File: config.mk
export PLATFORM = sky130hd
export DESIGN_NAME = if_fetch_flat
export DESIGN_NICKNAME = d
export VERILOG_FILES = /design/src/rtl/if_fetch_if.sv /design/src/rtl/if_fetch.sv /design/src/flat_wrapper.sv
export SDC_FILE = /design/constraint.sdc
export NUM_CORES = 1
export LEC_CHECK = 0
export CAP_MARGIN = 20
export CORE_MARGIN = 5
export CORE_UTILIZATION = 25
export CTS_BUF_LIST = sky130_fd_sc_hd__clkbuf_8 sky130_fd_sc_hd__clkbuf_16
export DETAILED_ROUTE_END_ITERATION = 8
export SYNTH_ARGS = -nofsm -noshare
export SYNTH_HDL_FRONTEND = slang
export SYNTH_SLANG_ARGS = --single-unit
File: constraint.sdc
create_clock -name clk -period 2.4 [get_ports clk]
set_input_delay 0.48 -clock clk [delete_from_list [all_inputs] [get_ports clk]]
set_output_delay 0.48 -clock clk [all_outputs]
set_load 0.02 [all_outputs]
File: src/rtl/if_fetch_if.sv
`default_nettype none
// ============================================================================
// if_fetch_if : instruction-memory request/response channel of the fetch stage
// Rev 1.0
// ============================================================================
interface if_fetch_if;
  logic        if_req_valid;
  logic        if_req_ready;
  logic [63:0] if_req_addr;
  logic        if_resp_valid;
  logic [31:0] if_resp_data;

  modport master (
    output if_req_valid,
    output if_req_addr,
    input  if_req_ready,
    input  if_resp_valid,
    input  if_resp_data
  );

  modport slave (
    input  if_req_valid,
    input  if_req_addr,
    output if_req_ready,
    output if_resp_valid,
    output if_resp_data
  );
endinterface
`default_nettype wire

File: src/rtl/if_fetch.sv
`default_nettype none
// ============================================================================
// if_fetch : RV64 instruction-fetch stage, one outstanding imem request,
//            skid for back-pressured responses, redirect with in-flight drop
// Rev 1.0
// ============================================================================
module if_fetch #(
  parameter logic [63:0] RESET_PC = 64'h0000_0000_0000_0000
) (
  input  logic        clk,
  input  logic        rstn,
  if_fetch_if.master  imem,
  input  logic        stall_if,
  input  logic        redirect,
  input  logic [63:0] redirect_pc,
  output logic [63:0] pc_id,
  output logic [31:0] inst_id,
  output logic        valid_id
);

  typedef enum logic [1:0] {
    S_REQ   = 2'd0,
    S_WAIT  = 2'd1,
    S_HOLD  = 2'd2,
    S_DRAIN = 2'd3
  } state_t;

  state_t      r_state;
  logic [63:0] r_pc_fetch;
  logic [63:0] r_skid_pc;
  logic [31:0] r_skid_inst;

  logic        w_out_free;
  logic        w_load;
  logic [63:0] w_load_pc;
  logic [31:0] w_load_inst;
  logic [63:0] w_redirect_target;

  assign imem.if_req_valid = (r_state == S_REQ) && !redirect;
  assign imem.if_req_addr  = r_pc_fetch;

  assign w_out_free        = !valid_id || !stall_if;
  assign w_redirect_target = redirect_pc & ~64'd3;

  // Selects what (if anything) enters the IF/ID register this cycle.
  always_comb begin
    w_load      = 1'b0;
    w_load_pc   = r_pc_fetch;
    w_load_inst = imem.if_resp_data;
    if (r_state == S_WAIT && imem.if_resp_valid && w_out_free) begin
      w_load = 1'b1;
    end else if (r_state == S_HOLD && w_out_free) begin
      w_load      = 1'b1;
      w_load_pc   = r_skid_pc;
      w_load_inst = r_skid_inst;
    end
  end

  always_ff @(posedge clk or negedge rstn) begin
    if (!rstn) begin
      r_state     <= S_REQ;
      r_pc_fetch  <= RESET_PC;
      r_skid_pc   <= 64'd0;
      r_skid_inst <= 32'd0;
      pc_id       <= 64'd0;
      inst_id     <= 32'd0;
      valid_id    <= 1'b0;
    end else if (redirect) begin
      r_pc_fetch  <= w_redirect_target;
      r_skid_pc   <= 64'd0;
      r_skid_inst <= 32'd0;
      valid_id    <= 1'b0;
      case (r_state)
        S_WAIT:  r_state <= imem.if_resp_valid ? S_REQ : S_DRAIN;
        S_DRAIN: r_state <= imem.if_resp_valid ? S_REQ : S_DRAIN;
        default: r_state <= S_REQ;
      endcase
    end else begin
      if (w_load) begin
        pc_id    <= w_load_pc;
        inst_id  <= w_load_inst;
        valid_id <= 1'b1;
      end else if (!stall_if) begin
        valid_id <= 1'b0;
      end

      case (r_state)
        S_REQ: begin
          if (imem.if_req_valid && imem.if_req_ready) begin
            r_state <= S_WAIT;
          end
        end
        S_WAIT: begin
          if (imem.if_resp_valid) begin
            r_pc_fetch <= r_pc_fetch + 64'd4;
            if (w_out_free) begin
              r_state <= S_REQ;
            end else begin
              // Decode is stalled on a live instruction: park the word.
              r_skid_pc   <= r_pc_fetch;
              r_skid_inst <= imem.if_resp_data;
              r_state     <= S_HOLD;
            end
          end
        end
        S_HOLD: begin
          if (w_out_free) begin
            r_state <= S_REQ;
          end
        end
        S_DRAIN: begin
          if (imem.if_resp_valid) begin
            r_state <= S_REQ;
          end
        end
        default: r_state <= S_REQ;
      endcase
    end
  end

endmodule
`default_nettype wire

File: src/flat_wrapper.sv
// flat-port wrapper written by rule: the top's interface ports become plain ports
module if_fetch_flat 
#(
  parameter logic [63:0] RESET_PC = 64'h0000_0000_0000_0000
)
  (clk, rstn, stall_if, redirect, redirect_pc, pc_id, inst_id, valid_id, imem_if_req_valid, imem_if_req_addr, imem_if_req_ready, imem_if_resp_valid, imem_if_resp_data);
  if_fetch_if imem_i ();
  input  logic clk;
  input  logic rstn;
  input  logic stall_if;
  input  logic redirect;
  input  logic [63:0] redirect_pc;
  output logic [63:0] pc_id;
  output logic [31:0] inst_id;
  output logic valid_id;
  output wire logic [$bits(imem_i.if_req_valid)-1:0] imem_if_req_valid;
  output wire logic [$bits(imem_i.if_req_addr)-1:0] imem_if_req_addr;
  input wire logic [$bits(imem_i.if_req_ready)-1:0] imem_if_req_ready;
  input wire logic [$bits(imem_i.if_resp_valid)-1:0] imem_if_resp_valid;
  input wire logic [$bits(imem_i.if_resp_data)-1:0] imem_if_resp_data;
  assign imem_if_req_valid = imem_i.if_req_valid;
  assign imem_if_req_addr = imem_i.if_req_addr;
  assign imem_i.if_req_ready = imem_if_req_ready;
  assign imem_i.if_resp_valid = imem_if_resp_valid;
  assign imem_i.if_resp_data = imem_if_resp_data;
  if_fetch #(.RESET_PC(RESET_PC)) u_core (.clk(clk), .rstn(rstn), .imem(imem_i), .stall_if(stall_if), .redirect(redirect), .redirect_pc(redirect_pc), .pc_id(pc_id), .inst_id(inst_id), .valid_id(valid_id));
endmodule
## Word-level counts from Yosys, hierarchy flattened

Cells that the tools add are included.

- Register bits after elaboration: 259
- Output and inout port bits: 162
- Logic and storage cells: 64

- Add/sub/neg operators: 1
- Equal/unequal tests: 9
- Mux-type cells: 29
- Bitwise operators: 1
- Reduce and logical (&&, ||, !) cells: 17

Operator list:

| kind | number |
|---|---|
| $mux 64 | 9 |
| $mux 32 | 6 |
| $add 64x3->64 const B | 1 |
| $mux 2 | 8 |
| $ne 3x3->1 const B | 3 |
| $pmux 2 s4 | 1 |
| $logic_and 1x1->1 | 5 |
| $mux 1 | 5 |
| $eq 2x2->1 const B | 2 |
| $reduce_and 2->1 | 2 |
| $reduce_and 4->1 | 1 |
| $reduce_bool 2->1 | 2 |
| $logic_not 1->1 | 3 |
| $ne 3x1->1 const B | 1 |
| $ne 3x2->1 const B | 1 |
| $reduce_and 3->1 | 1 |
| $eq 2x1->1 const B | 1 |
| $logic_not 2->1 | 1 |
| $ne 2x2->1 const B | 1 |
| $reduce_or 2->1 | 1 |
| $logic_or 1x1->1 | 1 |
| $not 1->1 | 1 |

## Longest topological paths before layout

Gate-level depths: netlist of the first run.

- Depth in word-level cells: 7
- Depth in mapped cells: 8
- Mapped depth without buffers: 6

## Worst setup path after synthesis of the first run

OpenSTA, ideal clock, no wires.

- Kind: reg2reg
- From: reg u_core.r_pc_fetch[4] (netlist: u_core.imem.if_req_addr[4])
- To: reg u_core.r_pc_fetch[53] (netlist: u_core.imem.if_req_addr[53])
- Setup time: 0.124 ns
- Data arrival time: 2.166 ns
- Required time: 2.276 ns
- Path slack: 0.110 ns
- Cell stages (with the launch flop): 8
- Buffers on the path: 2
- Clock period less this slack: 2.290 ns
- Cells stage by stage: dfrtp_1 > buf_2 > nand4_1 > or4_1 > buf_2 > nor4_4 > a21boi_1 > o31a_1

- Cells in the longest elaborated chain, start to end: 4

Ends and longest elaborated chain:

| what | line | RTL |
|---|---|---|
| start: declaration | if_fetch.sv:29 | `logic [63:0] r_pc_fetch;` |
| start signal: assignment | if_fetch.sv:69 | `r_pc_fetch <= w_redirect_target;` |
| start signal: assignment | if_fetch.sv:95 | `r_pc_fetch <= r_pc_fetch + 64'd4;` |
| $add 64x3->64 | if_fetch.sv:95 |  |
| $mux 64 | if_fetch.sv:94 | `if (imem.if_resp_valid) begin` |
| $mux 64 | if_fetch.sv:87 | `case (r_state)` |
| $mux 64 | if_fetch.sv:68 | `end else if (redirect) begin` |

No other way between the ends. The select of a mux whose other input is x is not followed.
A chain may end at the register's enable or synchronous reset.

## Worst setup path after layout of the first run

- From: reg u_core.r_pc_fetch[63] (netlist: u_core.imem.if_req_addr[63])
- To: out imem_if_req_addr[63]

RTL lines:

| what | line | RTL |
|---|---|---|
| end: declaration | flat_wrapper.sv:17 | `output wire logic [$bits(imem_i.if_req_addr)-1:0] imem_if_req_addr;` |

No word-level cell between the ends.

==> summary.md, run 1 <==
| Metric | Value |
|---|---|
| CTS tree | `built` |
| Fin Clk Skew | `between 0.03 and 0.04 ns` |
| Vias in the first global route | `roughly 11000` |
| Antenna violations before repair | `9` |
| Cell with the most instances after synthesis | `nand2_1` |
| Area of the mapped netlist | `roughly 0.012 mm2` |
| Via density | `approximately 4.9` |
| Fin worst setup slack | `roughly 0.10 ns` |
| Die Ht | `about 230 um` |
| Sw frac | `between 30 and 40%` |
| Clock network fraction of total power | `approximately a third` |
| Critical-path cell list | `clkdlybuf4s50_1` |
| Clk slew on worst S/H paths | `approximately 0.07 ns` |
| Post-synth top cells | `358 x nand2_1, 255 x dfrtp_1, 122 x nor2_1, 100 x a31oi_1, 80 x clkbuf_1` |
| Endpoints failing setup | `0` |
| Post-synth EDFFs | `0` |
| Worst path top cell family by delay | `buffers and inverters` |
| Hold slack final | `0.133 ns` |
| Hold Vio Cnt, Final | `0` |
| Worst setup EP type | `output port` |
| Max-slew violations | `0` |
| Arr. time, crit path | `1.82 ns` |
| Clk buf depth | `3` |
| Yosys reg bits | `255` |
| Clk Latency, worst-skew pair | `0.58 ns` |
| Top_reg_cell synth | `dfrtp_1` |
| Routed Antenna Nets | `0` |
| # clock sinks | `~260` |
| Yosys top cell by area | `dfrtp_1` |
| Outcome | `finished, final reports clean` |
| Port Buffers | `about 260` |
| Number of max-cap violations | `0` |
| Cells after synthesis | `roughly 1300` |
| Root buffer cell | `clkbuf_16` |
| Share of Yosys cell area claimed by the top area cell type | `a little over half` |
| Post-route DRC | `0` |
| Core Area | `about 0.047 mm2` |
| Buf/Inv on CP | `1` |
| Busiest grt layer | `met2` |
| Critical Path RT | `approximately 1.9 ns` |
| Crit Path Max Fanout | `5` |
| Initial DRC Count | `750` |
| GRT Residual Overflow | `0` |
| Asr flop ratio synth | `100%` |
| M3 GR Usage | `4.89%` |
| Layout area overhead | `42.4%` |
| Met1 Track Usage GR | `between 20% and 30%` |
| Clock buffer count from CTS | `30` |
| Util after Layout | `36.1%` |
| Design internal power | `~10 mW` |
| Synth cell types | `54` |
| Initial Util | `25.4%` |
| # Post-CTS Setup Buffers | `0` |
| Overall power | `roughly 15 mW` |
| Global-route usage over all layers | `15.9%` |
| Ports | `264` |
| Min Tclk post-route | `between 2 and 2.5 ns` |
| RSZ-0062 raised after global routing | `false` |
| Hold/Removal Path Class | `input pin to flop` |
| H-tree Lvls | `1` |
| Filler instances | `~4800` |
| Register share of total power | `between 30 and 40%` |
| Period utilization | `95.8%` |
| Final wirelength | `42.4 mm` |
| Worst rel slew slack | `approximately three fifths` |
| Worst slew pin tran | `slightly below 0.6 ns` |
| Fmax | `435 MHz` |
| Place WS | `-0.237 ns` |
| Post-DP HPWL | `around 31 mm` |
| WL/cell | `about 19 um` |
| Core Rows | `~80` |
| Net Switching | `about 4.9 mW` |
| PwrDens | `slightly below 900 mW/mm2` |
| Startpoint Class | `flop` |
| Finished Layout Cells | `approximately 2300` |
| Worst path slowest cell | `clkdlybuf4s50_1` |
| Syn avg cell area | `approximately 8.9 um2` |
| Drt pass-1 iters | `5` |
| Vias | `between 10000 and 15000` |
| Ys Warns | `0` |
| Met2 Usage GRT | `approximately a quarter` |
| Largest net degree at the start of global routing | `65` |
| Share of power burned in combinational logic | `between 30% and 40%` |
| Global-route wire length before repair | `between 60 and 70 mm` |
| Top post-synthesis cells by area | `dfrtp_1 54%, nand2_1 11%, a31oi_1 5.3%` |
| Die area | `0.0519 mm2` |
| Pleak | `between 6 and 7 nW` |
| Max IR drop VDD | `0.000487 V` |
| Final #Nets | `between 1500 and 2000` |
| Sequential fraction of the synthesis area | `a little over half` |
| Dpl cells | `2199` |
| CP peak stage delay | `0.68 ns` |
| Gp weighted congestion | `roughly 0.84` |
| Layout cells sized above 1 | `10.8%` |
| Setup CP Type | `flop to output port` |
| Die X | `between 200 and 250 um` |
-- area by class of cell --
cell class                 instances  area [um2]  share of cell area [%]
sequential                       255        6380                    37.8
clock buffer                      38         861                    5.10
inverter                          10        40.0                   0.237
antenna                            5        12.5                  0.0741
tap                              607         759                    4.50
multi-input combinational        955        5050                    29.9
clock inverter                    16         163                   0.963
timing repair buffer             373        3630                    21.5
-- final timing paths --
kind	start	to	slack, ns	cells after the start
worst min register to register	u_core.r_skid_pc[45]	u_core.r_skid_pc[45]	0.51	1
min in group asynchronous	rstn	u_core.pc_id[40]	0.45	2
worst min-delay path	redirect	u_core.valid_id	0.13	2
worst max-delay path	u_core.imem.if_req_addr[63]	imem_if_req_addr[63]	0.10	1
worst max register to register	u_core.imem.if_req_addr[42]	u_core.imem.if_req_addr[62]	0.15	6
max in group asynchronous	rstn	u_core.inst_id[12]	1.19	3
-- metrics by stage --
step                      area, um2  setup TNS (ns)
after floorplan               11900               0
after global placement        15800           -1.86
after detailed placement      15800           -3.91
after CTS                     16900               0
after global routing          16900               0
final                         16900               0
-- registers in the layout, indices dropped and copies added, names as in the netlist --
name,count
u_core.imem.if_req_addr,62
u_core.inst_id,32
u_core.pc_id,63
u_core.r_skid_inst,32
u_core.r_skid_pc,63
u_core.r_state,2
u_core.valid_id,1
-- placed cells by master (no fill, tap or decap), types with 4 or more instances in the layout --
master / count
nor3_1: 22
or4_1: 5
and3_1: 12
mux2i_1: 5
and4_1: 13
nor2_1: 120
nor4_1: 13
a22oi_1: 5
nand2_1: 357
inv_1: 15
dlymetal6s2s_1: 4
xor2_1: 8
a22o_1: 47
a21oi_1: 50
diode_2: 5
clkbuf_8: 8
or3_1: 6
dfrtp_1: 255
clkdlybuf4s50_1: 252
clkbuf_16: 30
buf_12: 13
a31oi_1: 100
a221o_1: 4
nor2b_1: 10
nand4_1: 27
o21ai_1: 5
nor4_2: 4
nand3_1: 25
o21ai_0: 44
buf_4: 100
xnor2_1: 33
-- cell families after synthesis --
group	after synthesis	synth area share [%]
DFF	255	53.8
muxes	5	0.422
adders and majority gates	1	0.105
buffers and inverters	118	4.00
xor gates and xnor gates	41	3.03
and+or+nand+nor	638	24.1
AOI/OAI and AO/OA	268	14.6
other	1	0.0316
-- power by group through the flow --
stage / clock (mW) / sequential [mW] / combinational [mW]
4_1_cts: 4.86 / 5.63 / 4.61
2_1_floorplan: 0 / 6.59 / 1.11
6_report: 4.73 / 5.61 / 4.56
3_3_place_gp: 0 / 5.65 / 4.54
3_5_place_dp: 0 / 5.70 / 4.59
5_1_grt: 5.02 / 5.73 / 4.88
-- timing repair --
action                                 4_1_cts  5_1_grt
endpoints found under the hold margin       59        0
hold buffers                                 1        0
pin swaps                                    0        0
setup endpoints to repair                    1        4
resized for setup                            1        4
-- layer usage --
layer  wire length, um  part of all wire, %  vias up
met3              3180                  7.5       92
met4              1520                  3.6       10
met5                74                 0.17        -
met1             18600                   44     5366
met2             19100                   45      339
li1                  -                    -     5198
Power figures use the tool's default switching activity.
==> run 2, diff against run 1 <==
--- a/config.mk
+++ b/config.mk
@@ -6,6 +6,7 @@
 export NUM_CORES = 1
 export LEC_CHECK = 0
 export CAP_MARGIN = 20
+export CORE_ASPECT_RATIO = 1.5
 export CORE_MARGIN = 5
 export CORE_UTILIZATION = 25
 export CTS_BUF_LIST = sky130_fd_sc_hd__clkbuf_8 sky130_fd_sc_hd__clkbuf_16
==> run 2 against run 1 <==
  * Combinational power is 1% lower
  * First-iteration DRC count fell by 5.1%
  * Maximum frequency down 0.17%
  * Non-clock buffer count rose by 11
  * Power fell by 3.2%
  * Worst setup slack worse by 0.0039 ns
  * Sequential share of layout area grew 0.13 points
  * Critical endpoint is now imem_if_req_addr[56]
==> summary.md, run 2 (synthesized netlist as in run 1, its figures left out) <==
| Metric | Value |
|---|---|
| Outcome | `finished, final reports clean` |
| Pleak | `about 7 nW` |
| # Post-CTS Setup Buffers | `0` |
| Commonest non-fill, non-tap cells in the layout | `357 x nand2_1, 255 x clkdlybuf4s50_1, 255 x dfrtp_1` |
| Setup CP Type | `flop to output port` |
| Worst rel slew slack | `54.9%` |
| Gp weighted congestion | `0.819` |
| Worst path slowest cell | `clkdlybuf4s50_1` |
| Die Ht | `between 200 and 300 um` |
| Max-slew violations | `0` |
| Hold depth | `2` |
| Min Tclk post-route | `2.30 ns` |
| Initial DRC Count | `slightly above 700` |
| CTS tree | `built` |
| Post-DP HPWL | `just over 30 mm` |
| Final #Nets | `roughly 1700` |
| Global-route wire length before repair | `66.1 mm` |
| Met2 Usage GRT | `28.7%` |
| RSZ-0062 raised after global routing | `false` |
| Hold EP | `u_core.valid_id` |
| GRT Residual Overflow | `0` |
| Max IR drop VDD | `around 0.00052 V` |
| Drt pass-1 iters | `5` |
| Fin worst setup slack | `just under 0.1 ns` |
| Register share of total power | `between 30 and 40%` |
| Startpoint Class | `flop` |
| Endpoints failing setup | `0` |
| Vias in the first global route | `between 10000 and 15000` |
| Layout area overhead | `42.0%` |
| Global-route usage over all layers | `15.8%` |
| Fin Clk Skew | `roughly 0.013 ns` |
| Share of power burned in combinational logic | `around 31%` |
| Root buffer cell | `clkbuf_16` |
| R2R cell count | `7` |
| Place WS | `-0.286 ns` |
| R2R Path End | `u_core.imem.if_req_addr[53]` |
| Die X | `between 150 and 200 um` |
| Hold Vio Cnt, Final | `0` |
| WL/cell | `approximately 19 um` |
| Clk slew on worst S/H paths | `around 0.06 ns` |
| Clock buffer count from CTS | `27` |
| Vias | `between 10000 and 15000` |
| Post-route DRC | `0` |
| Worst path top cell family by delay | `buffers and inverters` |
| R2r startpoint | `u_core.r_state[1]` |
| Final wirelength | `between 40 and 50 mm` |
| Core Rows | `slightly below 100` |
| Overall power | `approximately 14 mW` |
| Worst min-delay path startpoint | `redirect` |
| Ports | `264` |
| Largest net degree at the start of global routing | `between 80 and 90` |
| Sw frac | `32.5%` |
| Net Switching | `~4.7 mW` |
| Port Buffers | `259` |
| Arr. time, crit path | `between 1.5 and 2 ns` |
| R2R Setup Slk | `about 0.22 ns` |
| Antenna violations before repair | `12` |
| Worst setup EP type | `output port` |
| Met1 Track Usage GR | `between 15 and 20%` |
| Design internal power | `a little under 10 mW` |
| CP peak stage delay | `0.69 ns` |
| H-tree Lvls | `1` |
| Crit Path Max Fanout | `10` |
| Clk Latency, worst-skew pair | `roughly 0.54 ns` |
| M3 GR Usage | `around 3.2%` |
| Worst slew pin tran | `about 0.68 ns` |
| Initial Util | `approximately a quarter` |
| Clock network fraction of total power | `between 20% and 30%` |
| Hold/Removal Path Class | `input pin to flop` |
| Critical Path RT | `between 1.5 and 2 ns` |
| Buf/Inv on CP | `1` |
| Routed Antenna Nets | `0` |
| Critical-path cell list | `clkdlybuf4s50_1` |
| # clock sinks | `approximately 260` |
| Layout cells sized above 1 | `between 10 and 15%` |
| Via density | `between 4 and 5` |
| Die area | `between 0.05 and 0.06 mm2` |
| Fmax | `between 400 and 500 MHz` |
| Period utilization | `95.9%` |
| Number of max-cap violations | `0` |
| Hold slack final | `between 0.2 and 0.3 ns` |
| Clk buf depth | `3` |
| Core Area | `approximately 0.047 mm2` |
| Busiest grt layer | `met2` |
| PwrDens | `857 mW/mm2` |
| Commonest non-fill, non-tap cell in the layout | `nand2_1` |
## run 2: per-layer routing
layer  up-vias  wire, um
li1       5217         -
met1      5393     16800
met2       288     21700
met3        74      2270
met4         8      1370
met5         -        57
## run 2: worst max path at each step
stage | start | endpoint | slack [ns] | cells after the start
2_1_floorplan | u_core.imem.if_req_addr[4] | u_core.imem.if_req_addr[53] | 0.11 | 7
3_3_place_gp | imem_if_resp_valid | u_core.imem.if_req_addr[53] | -0.24 | 8
3_5_place_dp | imem_if_resp_valid | u_core.imem.if_req_addr[53] | -0.29 | 8
4_1_cts | u_core.imem.if_req_addr[46] | imem_if_req_addr[46] | 0.04 | 1
5_1_grt | u_core.imem.if_req_addr[24] | u_core.imem.if_req_addr[44] | 0.01 | 5
6_report | u_core.imem.if_req_addr[56] | imem_if_req_addr[56] | 0.1 | 1
## run 2: power groups by stage
stage / registers (mW) / logic [mW] / clock network, mW
2_1_floorplan: 6.59 / 1.11 / 0
3_3_place_gp: 5.68 / 4.51 / 0
3_5_place_dp: 5.71 / 4.56 / 0
4_1_cts: 5.64 / 4.58 / 4.42
5_1_grt: 5.72 / 4.85 / 4.58
6_report: 5.62 / 4.51 / 4.29
## run 2: area by class of cell
class / count / area (um2)
fillers: 4732 / 30000
flip-flops and latches: 255 / 6380
multi-input cells: 955 / 5050
repair buffers: 384 / 3710
clock buffers: 32 / 744
well taps: 594 / 743
clock inverters: 12 / 146
inverters: 10 / 40.0
diodes: 7 / 17.5
## run 2: worst reg2reg max path, stage by stage, from the launching register on
cell and delay [ns]:
dfrtp_1 0.38, nand3b_2 0.21, or4_1 0.51, buf_4 0.21, nor4_4 0.20, buf_4 0.20
a21boi_1 0.07, o31a_1 0.27
## run 2: what timing repair did
| action | CTS | global route |
|---|---|---|
| resized for setup | 0 | 1 |
| hold buffers | 1 | 0 |
| endpoints found under the hold margin | 55 | 0 |
| endpoints found under the setup margin | 0 | 1 |
## run 2: per-stage QoR
step	instances	utilization [%]	cell area (um2)	TNS [ns]
final	2249	35.9	16800	0
after global routing	2247	35.9	16800	0
after CTS	2242	35.9	16800	0
after detailed placement	2197	34.0	15900	-3.56
after global placement	2197	34.0	15900	-2.38
after floorplan	1328	-	11900	0
